$ cat config.mk
export PLATFORM = sky130hd
export DESIGN_NAME = alu_exec_unit
export DESIGN_NICKNAME = d
export VERILOG_FILES = /design/src/rtl/alu_pkg.sv /design/src/rtl/alu_ctrl_dec.sv /design/src/rtl/alu_exec_unit.sv
export SDC_FILE = /design/constraint.sdc
export NUM_CORES = 1
export LEC_CHECK = 0
export BUFFER_PORTS_ARGS = -buffer_cell sky130_fd_sc_hd__buf_2
export CAP_MARGIN = 40
export CELL_PAD_IN_SITES_DETAIL_PLACEMENT = 1
export CELL_PAD_IN_SITES_GLOBAL_PLACEMENT = 2
export CORE_MARGIN = 4
export CORE_UTILIZATION = 34
export DETAILED_ROUTE_END_ITERATION = 12
export PLACE_DENSITY = 0.87
export SETUP_SLACK_MARGIN = 0.15
export SLEW_MARGIN = 20
export SYNTH_ARGS = -nofsm -noshare
export SYNTH_HDL_FRONTEND = slang
export SYNTH_SLANG_ARGS = --single-unit
$ cat constraint.sdc
create_clock -name clk -period 7.7 [get_ports clk]
set_input_delay 1.54 -clock clk [delete_from_list [all_inputs] [get_ports clk]]
set_output_delay 1.54 -clock clk [all_outputs]
set_load 0.02 [all_outputs]
$ cat src/rtl/alu_pkg.sv
// Shared encodings for the execute stage: main-control operation classes,
// 4-bit ALU control codes and branch funct3 values.
package alu_pkg;

    // Operation class from main control; 101-111 are unused and decode to ADD.
    localparam logic [2:0] LDST   = 3'b000;
    localparam logic [2:0] BRANCH = 3'b001;
    localparam logic [2:0] RTYPE  = 3'b010;
    localparam logic [2:0] ITYPE  = 3'b011;
    localparam logic [2:0] LUI    = 3'b100;

    typedef enum logic [3:0] {
        ALU_AND   = 4'b0000,
        ALU_OR    = 4'b0001,
        ALU_ADD   = 4'b0010,
        ALU_XOR   = 4'b0011,
        ALU_SLL   = 4'b0100,
        ALU_SRL   = 4'b0101,
        ALU_SUB   = 4'b0110,
        ALU_SRA   = 4'b0111,
        ALU_SLT   = 4'b1000,
        ALU_SLTU  = 4'b1001,
        ALU_PASSB = 4'b1010
    } alu_ctrl_e;

    localparam logic [2:0] F3_BEQ  = 3'b000;
    localparam logic [2:0] F3_BNE  = 3'b001;
    localparam logic [2:0] F3_BLT  = 3'b100;
    localparam logic [2:0] F3_BGE  = 3'b101;
    localparam logic [2:0] F3_BLTU = 3'b110;
    localparam logic [2:0] F3_BGEU = 3'b111;

endpackage

$ cat src/rtl/alu_ctrl_dec.sv
// Combinational ALU-control decoder: maps the main-control class code plus
// funct3/funct7[5] onto the 4-bit ALU operation.
module alu_ctrl_dec
    import alu_pkg::*;
(
    input  logic [2:0] alu_op,
    input  logic [2:0] funct3,
    input  logic       funct7_5,
    output alu_ctrl_e  alu_ctrl
);

    always_comb begin
        // NOTE: default assigned first so every path drives alu_ctrl and no latch is inferred.
        alu_ctrl = ALU_ADD;
        case (alu_op)
            LDST: alu_ctrl = ALU_ADD;
            BRANCH: begin
                case (funct3)
                    F3_BEQ, F3_BNE:   alu_ctrl = ALU_SUB;
                    F3_BLT, F3_BGE:   alu_ctrl = ALU_SLT;
                    F3_BLTU, F3_BGEU: alu_ctrl = ALU_SLTU;
                    default:          alu_ctrl = ALU_SUB;
                endcase
            end
            RTYPE, ITYPE: begin
                case (funct3)
                    // Immediate adds reuse bit 30 as an immediate bit, so it only selects SUB for R-type.
                    3'b000:  alu_ctrl = (alu_op == RTYPE && funct7_5) ? ALU_SUB : ALU_ADD;
                    3'b001:  alu_ctrl = ALU_SLL;
                    3'b010:  alu_ctrl = ALU_SLT;
                    3'b011:  alu_ctrl = ALU_SLTU;
                    3'b100:  alu_ctrl = ALU_XOR;
                    3'b101:  alu_ctrl = funct7_5 ? ALU_SRA : ALU_SRL;
                    3'b110:  alu_ctrl = ALU_OR;
                    default: alu_ctrl = ALU_AND;
                endcase
            end
            LUI:     alu_ctrl = ALU_PASSB;
            default: alu_ctrl = ALU_ADD;
        endcase
    end

endmodule

$ cat src/rtl/alu_exec_unit.sv
// Registered RISC-V execute stage: ALU-control decode, 32-bit ALU, PC+4 and
// PC+imm adders. Define ALU_OVERFLOW_EN to add the signed-overflow output.
module alu_exec_unit
    import alu_pkg::*;
#(
    parameter int XLEN = 32
) (
    input  logic            clk,
    input  logic            reset,
    input  logic            in_valid,
    input  logic [XLEN-1:0] op_a,
    input  logic [XLEN-1:0] op_b,
    input  logic [XLEN-1:0] pc,
    input  logic [XLEN-1:0] imm,
    input  logic [2:0]      funct3,
    input  logic            funct7_5,
    input  logic [2:0]      alu_op,
    output logic            out_valid,
    output logic [XLEN-1:0] result,
    output logic            zero,
    output logic            branch_taken,
    output logic [XLEN-1:0] pc_plus4,
    output logic [XLEN-1:0] branch_target
`ifdef ALU_OVERFLOW_EN
    ,
    output logic            overflow
`endif
);

    alu_ctrl_e       alu_ctrl;
    logic [XLEN-1:0] sum;
    logic [XLEN-1:0] diff;
    logic [XLEN-1:0] alu_result;
    logic            alu_zero;
    logic            taken;
    logic [4:0]      shamt;

    alu_ctrl_dec u_ctrl_dec (
        .alu_op   (alu_op),
        .funct3   (funct3),
        .funct7_5 (funct7_5),
        .alu_ctrl (alu_ctrl)
    );

    assign sum   = op_a + op_b;
    assign diff  = op_a - op_b;
    assign shamt = op_b[4:0];

    always_comb begin
        alu_result = '0;
        case (alu_ctrl)
            ALU_AND:   alu_result = op_a & op_b;
            ALU_OR:    alu_result = op_a | op_b;
            ALU_ADD:   alu_result = sum;
            ALU_XOR:   alu_result = op_a ^ op_b;
            ALU_SLL:   alu_result = op_a << shamt;
            ALU_SRL:   alu_result = op_a >> shamt;
            ALU_SUB:   alu_result = diff;
            ALU_SRA:   alu_result = $unsigned($signed(op_a) >>> shamt);
            ALU_SLT:   alu_result = {{(XLEN-1){1'b0}}, ($signed(op_a) < $signed(op_b))};
            ALU_SLTU:  alu_result = {{(XLEN-1){1'b0}}, (op_a < op_b)};
            ALU_PASSB: alu_result = op_b;
            default:   alu_result = '0;
        endcase
    end

    assign alu_zero = (alu_result == '0);

    always_comb begin
        taken = 1'b0;
        if (alu_op == BRANCH) begin
            case (funct3)
                F3_BEQ:           taken = alu_zero;
                F3_BNE:           taken = !alu_zero;
                F3_BLT, F3_BLTU:  taken = alu_result[0];
                F3_BGE, F3_BGEU:  taken = !alu_result[0];
                default:          taken = 1'b0;
            endcase
        end
    end

`ifdef ALU_OVERFLOW_EN
    logic ovf;

    // Signed overflow: ADD with like-signed operands, SUB with unlike-signed, and the result sign flips away from op_a.
    always_comb begin
        ovf = 1'b0;
        case (alu_ctrl)
            ALU_ADD: ovf = (op_a[XLEN-1] == op_b[XLEN-1]) && (sum[XLEN-1] != op_a[XLEN-1]);
            ALU_SUB: ovf = (op_a[XLEN-1] != op_b[XLEN-1]) && (diff[XLEN-1] != op_a[XLEN-1]);
            default: ovf = 1'b0;
        endcase
    end
`endif

    always_ff @(posedge clk) begin
        if (reset) begin
            // NOTE: non-blocking assignments in clocked logic so every register samples pre-edge values.
            out_valid     <= 1'b0;
            result        <= '0;
            zero          <= 1'b0;
            branch_taken  <= 1'b0;
            pc_plus4      <= '0;
            branch_target <= '0;
`ifdef ALU_OVERFLOW_EN
            overflow      <= 1'b0;
`endif
        end else begin
            out_valid <= in_valid;
            // Data outputs hold their last values across idle cycles.
            if (in_valid) begin
                result        <= alu_result;
                zero          <= alu_zero;
                branch_taken  <= taken;
                pc_plus4      <= pc + XLEN'(4);
                branch_target <= pc + imm;
`ifdef ALU_OVERFLOW_EN
                overflow      <= ovf;
`endif
            end
        end
    end

endmodule

==> flow_metrics.py, run 1 <==
metrics = {
    "outcome": {
        "outcome": "complete, no violations",
    },
    "sta": {
        "setup_slack_ns": 1.119,
        "period_minus_slack_ns": 6.581,
        "final_max_slew_viol_count": 0,
        "slew_headroom": 0.3994,
        "fin_crit_sh": 0.8547,
        "tightest_slew_ns": 0.8782,
        "holdWs_ns": 0.4856,
        "fmax_ghz": 0.1519,
        "rsz0062_at_grt": "false",
        "fin_worst_skew_ns": 0,
        "hold_viol_final": 0,
        "setup_viol": 0,
        "tns_ns": 0,
    },
    "routing": {
        "finalWirelength_mm": 87.64,
        "wire_per_inst_um": 29.45,
        "num_vias": 19591,
        "ant_nets": 0,
        "drc": 0,
        "drt_iter0_markers": 2238,
        "firstDrtPassIters": 6,
        "vias_per_cell": 6.583,
    },
    "worst_hold_path": {
        "holdPathEnd": "result[23]",
        "hold_depth": 2,
        "hp-start": "result[23]",
        "hold_class": "reg -> reg",
    },
    "worst_setup_path": {
        "crit_path_end_kind": "flip-flop",
        "slowest_delay_ns": 0.75,
        "cpMaxStageDelayCell": "buf_4",
        "critPathLaunchType": "primary input",
        "path_max_fanout": 69,
        "ff2ff_setup_slack_ns": 6.86,
        "reg2reg_to": "result[5]",
        "path_class": "in -> reg",
        "cp.buffers_inverters": 3,
        "crit_required_ns": 7.94,
        "worstPathArrival_ns": 6.82,
        "crit_start": "op_b[3]",
        "regToRegStartpoint": "result[5]",
        "path_cells": "buf_2, buf_4, mux4_2, a221oi_1, a211o_1, nor3_1, nor4_1, nor4bb_1, clkdlybuf4s15_2, nor4b_1, nand4_1, nor3_1, nand4_1, nor4_2, a21oi_1, nand3b_1",
        "cp_top_family": "simple AND/OR/NAND/NOR gates",
        "cp.depth": 16,
        "r2r_cells": 2,
    },
    "clock_network": {
        "htreeDepth": 3,
        "post-cts-setup-buffer-count": 0,
        "cts_resized": 0,
        "clock-sinks": 99,
        "clkLatencyLatePin_ns": 0.35,
        "cts_tree": "built",
        "cts_root_buffer": "clkbuf_16",
        "ctsHoldBuffers": 0,
        "path_clk_slew_ns": 0.08,
        "clk_path_buf_depth": 2,
        "cts_buffers": 9,
    },
    "placed_design": {
        "dpl.hpwl_mm": 68.99,
        "gp_congestion": 1.043,
        "post_dp_cell_area_sq_um": 18140,
        "preCtsSetupSlack_ns": 0.9346,
        "port_buffers": 236,
    },
    "synth": {
        "yosysWarnings": 0,
        "synthTopCellsByArea": "dfxtp_1 12%, ha_1 10%, mux4_2 6.8%, nor2_1 5.9%, mux2i_1 4.9%",
        "synth_seq_cells": 99,
        "syn_nets": 2506,
        "netlist_area_sq_um": 16530,
        "synth_area_per_cell_sq_um": 7.420,
        "synthFlopType": "dfxtp_1",
        "synth-edff-count": 0,
        "synth_cell_type_count": 96,
        "netlist_instances": 2228,
        "synth_top_area_frac": 0.1199,
        "synth_top_area_cell": "dfxtp_1",
        "postSynth.asyncResetShare": 0,
        "synth.most_common_cell": "nor2_1",
        "synth-seq-area-share": 0.1199,
        "ys_top_cells_by_count": "261 x nor2_1, 161 x nand2_1, 157 x a21oi_1",
    },
    "global_route": {
        "grt_pass1_wl_mm": 130.3,
        "grt_overflow": 0,
        "grt_antenna_before_repair": 5,
        "grt_pass1_vias": 19765,
        "grt_max_degree": 70,
        "grtUsageTotal": 0.3198,
    },
    "final_layout": {
        "final_util": 0.3843,
        "nets": 2634,
        "fillers": 6013,
        "area_growth_pct": 11.45,
        "design_area_sq_um": 18430,
        "drive_gt1_frac": 0.1859,
        "diodes": 0,
    },
    "die": {
        "core_region_area_sq_um": 47950,
        "rows": 80,
        "dieArea_sq_um": 52220,
        "boundaryPins": 237,
        "fp.dieH_um": 228.5,
        "start_util": 0.3448,
        "die_w_um": 228.5,
    },
    "pwr": {
        "power_density_nw_per_um2": 131.7,
        "pwr-share-seq": 0.241,
        "power_frac_clock": 0.183,
        "swShare": 0.4802,
        "combPwrFrac": 0.576,
        "p_sw_mw": 1.165,
        "internal_power_mw": 1.261,
        "vdd_drop_max_v": 0.0001114,
        "power_leakage_nw": 7.884,
    },
    "flow_run": {
        "maxCapViolations": 0,
    },
}
-- worst max path at each step --
stage	endpoint
floorplan	branch_taken
detailed placement	branch_taken
global route	branch_taken
global placement	branch_taken
finish	branch_taken
CTS	branch_taken
-- cell families after synthesis --
logic type	after synthesis	synth area share
AOI/OAI and AO/OA	725	0.3066
buffers and inverters	294	0.07599
DFF	99	0.1199
adders and majority gates	140	0.1073
xor gates and xnor gates	56	0.02967
and+or+nand+nor	740	0.2141
muxes	174	0.1464
-- layer usage --
| layer | wire (um) | up-vias | part of all wire | track usage |
|---|---|---|---|---|
| met1 | 37380 | 9731 | 0.43 | 0.4307 |
| met2 | 38360 | 1005 | 0.44 | 0.5034 |
| met3 | 7418 | 223 | 0.085 | 0.05658 |
| met4 | 4457 | 4 | 0.051 | 0.1370 |
| met5 | 27 | - | 0.00031 | 0 |
| li1 | - | 8628 | - | - |
-- sequential cells by signal (all words and copies together), names as in the netlist --
register / flops
branch_target: 32
pc_plus4: 32
result: 32
branch_taken: 1
out_valid: 1
zero: 1
-- through the flow --
stage	cells	power, mW
2_1_floorplan	2228	1.454
3_3_place_gp	2948	1.924
3_5_place_dp	2958	1.951
4_1_cts	2974	2.402
5_1_grt	2976	2.548
6_report	2976	2.426
-- area by class of cell --
cell class / count / area, sq um / share of cell area
tap: 615 / 769.5 / 0.04176
multi-input combinational: 1835 / 13310 / 0.7224
clock buffer: 11 / 232.7 / 0.01263
timing repair buffer: 290 / 1633 / 0.08862
inverter: 121 / 454.2 / 0.02465
clock inverter: 5 / 43.79 / 0.002377
sequential: 99 / 1982 / 0.1076
-- worst reg2reg max path, stage by stage (launching register included) --
cell     delay [ns]
dfxtp_1        0.34
or2_2          0.28
o211a_1        0.12
-- power by group through the flow --
stage,logic (mW),clock network (mW),registers (mW)
finish,1.40,0.444,0.584
global route,1.48,0.476,0.591
CTS,1.36,0.455,0.585
detailed placement,1.35,0,0.596
global placement,1.33,0,0.594
floorplan,0.802,0,0.652
-- cells in the final DEF (no fill, tap or decap), drive strengths merged, types with 14 or more instances in the layout --
master / n
nor2: 262
mux2: 43
nor4: 26
a22oi: 14
and3: 20
a31oi: 29
xor2: 25
mux4: 50
a21o: 34
nor2b: 25
nand2b: 29
nand3: 38
o21bai: 19
or2: 17
a21oi: 158
buf: 288
and2: 14
o211ai: 31
xnor2: 31
o22ai: 21
ha: 137
o221ai: 15
a2111oi: 15
o31ai: 14
a211o: 14
dfxtp: 99
o21ai: 111
nand4: 20
or3: 20
mux2i: 81
a221oi: 15
a311oi: 16
nand2: 162
inv: 120
a211oi: 83
nor3: 68
Note: power is estimated with default switching activity, not from simulation.
==> run 2: changes to the inputs <==
CORE_ASPECT_RATIO = 1.25   (was default)
CORE_UTILIZATION = 35   (was 34)
CTS_BUF_LIST = sky130_fd_sc_hd__clkbuf_2   (was default)
PLACE_DENSITY = 0.89   (was 0.87)
==> flow_metrics.py, run 2 (synthesis results as in run 1) <==
metrics = {
    "global_route": {
        "grt_pass1_vias": 19405,
        "grtUsageTotal": 0.3235,
        "grt_overflow": 0,
        "grt_pass1_wl_mm": 127.0,
        "grt_antenna_before_repair": 5,
        "grt_max_degree": 77,
    },
    "sta": {
        "fin_worst_skew_ns": 0,
        "tns_ns": 0,
        "fin_crit_sh": 0.8034,
        "tightest_slew_ns": 0.9510,
        "period_minus_slack_ns": 6.187,
        "final_max_slew_viol_count": 0,
        "hold_viol_final": 0,
        "setup_viol": 0,
        "fmax_ghz": 0.1616,
        "slew_headroom": 0.3660,
        "rsz0062_at_grt": "false",
        "setup_slack_ns": 1.513,
    },
    "placed_design": {
        "preCtsSetupSlack_ns": 1.020,
        "gp_congestion": 1.011,
        "port_buffers": 236,
        "dpl.hpwl_mm": 69.10,
        "placed_cells": 2976,
    },
    "pwr": {
        "internal_power_mw": 1.117,
        "power_leakage_nw": 7.848,
        "p_sw_mw": 1.122,
        "power_frac_clock": 0.117,
        "power_density_nw_per_um2": 122.2,
        "total_power_mw": 2.239,
        "pwr-share-seq": 0.262,
        "swShare": 0.5012,
        "vdd_drop_max_v": 0.00006450,
        "combPwrFrac": 0.620,
    },
    "die": {
        "die_w_um": 202.4,
        "core_region_area_sq_um": 46460,
        "rows": 88,
        "dieArea_sq_um": 50800,
        "fp.dieH_um": 251.0,
        "start_util": 0.3558,
        "boundaryPins": 237,
    },
    "clock_network": {
        "cts_buffers": 9,
        "post-cts-setup-buffer-count": 0,
        "cts_tree": "built",
        "clk_path_buf_depth": 2,
        "clock-sinks": 99,
        "htreeDepth": 3,
        "path_clk_slew_ns": 0.25,
        "cts_resized": 0,
        "cts_root_buffer": "clkbuf_2",
        "clkLatencyLatePin_ns": 0.62,
        "ctsHoldBuffers": 0,
    },
    "worst_setup_path": {
        "path_max_fanout": 49,
        "slowest_delay_ns": 0.60,
        "critPathLaunchType": "primary input",
        "path_class": "in -> reg",
        "r2r_cells": 4,
        "cp_common_cell": "o21ai_0",
        "cpMaxStageDelayCell": "a211oi_1",
        "crit_path_end_kind": "flip-flop",
        "reg2reg_to": "branch_taken",
        "crit_required_ns": 8.25,
        "cp.buffers_inverters": 2,
        "cp_top_family": "compound AO/OA/AOI/OAI gates",
        "worstPathArrival_ns": 6.74,
        "path_cells": "buf_4, inv_1, ha_1, o21ai_0, o21ai_0, a21oi_1, o21ai_0, a211oi_1, a21oi_1, nor3_1, o21ai_0, mux2i_1, a211o_1, nor4_2, a21oi_1, nand3b_1",
        "ff2ff_setup_slack_ns": 6.84,
        "regToRegStartpoint": "branch_taken",
    },
    "routing": {
        "wire_per_inst_um": 29.04,
        "drt_iter0_markers": 1590,
        "ant_nets": 0,
        "drc": 0,
        "num_vias": 19508,
        "firstDrtPassIters": 5,
        "vias_per_cell": 6.507,
        "finalWirelength_mm": 87.07,
    },
    "worst_hold_path": {
        "hold_depth": 2,
        "hold_class": "reg -> reg",
        "hp-start": "branch_target[14]",
        "holdPathEnd": "branch_target[14]",
    },
    "final_layout": {
        "final_common_cell": "nor2_1",
        "reg_top3": "branch_target (32), pc_plus4 (32), result (32)",
        "area_growth_pct": 10.82,
        "mostFrequentLayoutCells": "259 x nor2_1, 236 x buf_2, 161 x nand2_1, 157 x a21oi_1, 137 x ha_1",
        "nets": 2640,
        "final_cells": 2998,
        "drive_gt1_frac": 0.1876,
    },
    "outcome": {
        "outcome": "complete, no violations",
    },
    "flow_run": {
        "maxCapViolations": 0,
    },
}
==> run 2: cell count changes in the layout (fill, tap and decap cells not counted), moves of 2 or more <==
cell	delta
clkbuf_2	+12
clkbuf_16	-9
buf_1	+2
buf_4	+2
clkbuf_1	-2
clkinvlp_4	-2
==> run 2: how the worst max path moves through the flow <==
stage	cells after the start	endpoint	from	slack (ns)
finish	16	branch_taken	op_b[2]	1.51
global route	16	branch_taken	op_b[2]	1.30
CTS	16	branch_taken	op_b[2]	1.77
detailed placement	16	branch_taken	op_b[2]	1.02
global placement	14	branch_taken	alu_op[1]	1.05
floorplan	21	branch_taken	op_b[2]	1.58
==> run 2: through the flow <==
step / hold slack (ns) / cell area [sq um] / utilization
3_3_place_gp: 0.4524 / 18080 / 0.3890
5_1_grt: 0.5210 / 18320 / 0.3943
2_1_floorplan: 0.5407 / 16530 / -
6_report: 0.4848 / 18320 / 0.3943
3_5_place_dp: 0.4637 / 18150 / 0.3906
4_1_cts: 0.4913 / 18270 / 0.3932
==> run 2: power by group through the flow <==
| stage | clock (mW) | combinational [mW] | sequential, mW |
|---|---|---|---|
| 2_1_floorplan | 0 | 0.802 | 0.652 |
| 3_3_place_gp | 0 | 1.32 | 0.596 |
| 3_5_place_dp | 0 | 1.35 | 0.598 |
| 4_1_cts | 0.279 | 1.36 | 0.588 |
| 5_1_grt | 0.295 | 1.48 | 0.594 |
| 6_report | 0.263 | 1.39 | 0.588 |
==> run 2: cell type report <==
| type | count | area, sq um |
|---|---|---|
| Fill cell | 5862 | 28140 |
| Sequential cell | 99 | 1982 |
| Clock inverter | 7 | 73.82 |
| Timing Repair Buffer | 296 | 1657 |
| Inverter | 121 | 454.2 |
| Antenna cell | 1 | 2.502 |
| Tap cell | 630 | 788.3 |
| Clock buffer | 9 | 45.04 |
| Multi-Input combinational cell | 1835 | 13320 |
==> run 2: worst reg2reg max path, stage by stage (launching register included) <==
cell      delay [ns]
dfxtp_1         0.39
nand2_1         0.07
a21oi_1         0.06
a31oi_1         0.19
nand3b_1        0.09
==> run 2: per-layer routing <==
layer	GRT usage	wire (um)	vias up	share of wire
met3	0.04786	6037	238	0.069
met2	0.5535	41310	915	0.47
met4	0.1873	5840	4	0.067
met1	0.3862	33840	9721	0.39
li1	-	-	8630	-
met5	0	34	-	0.00039
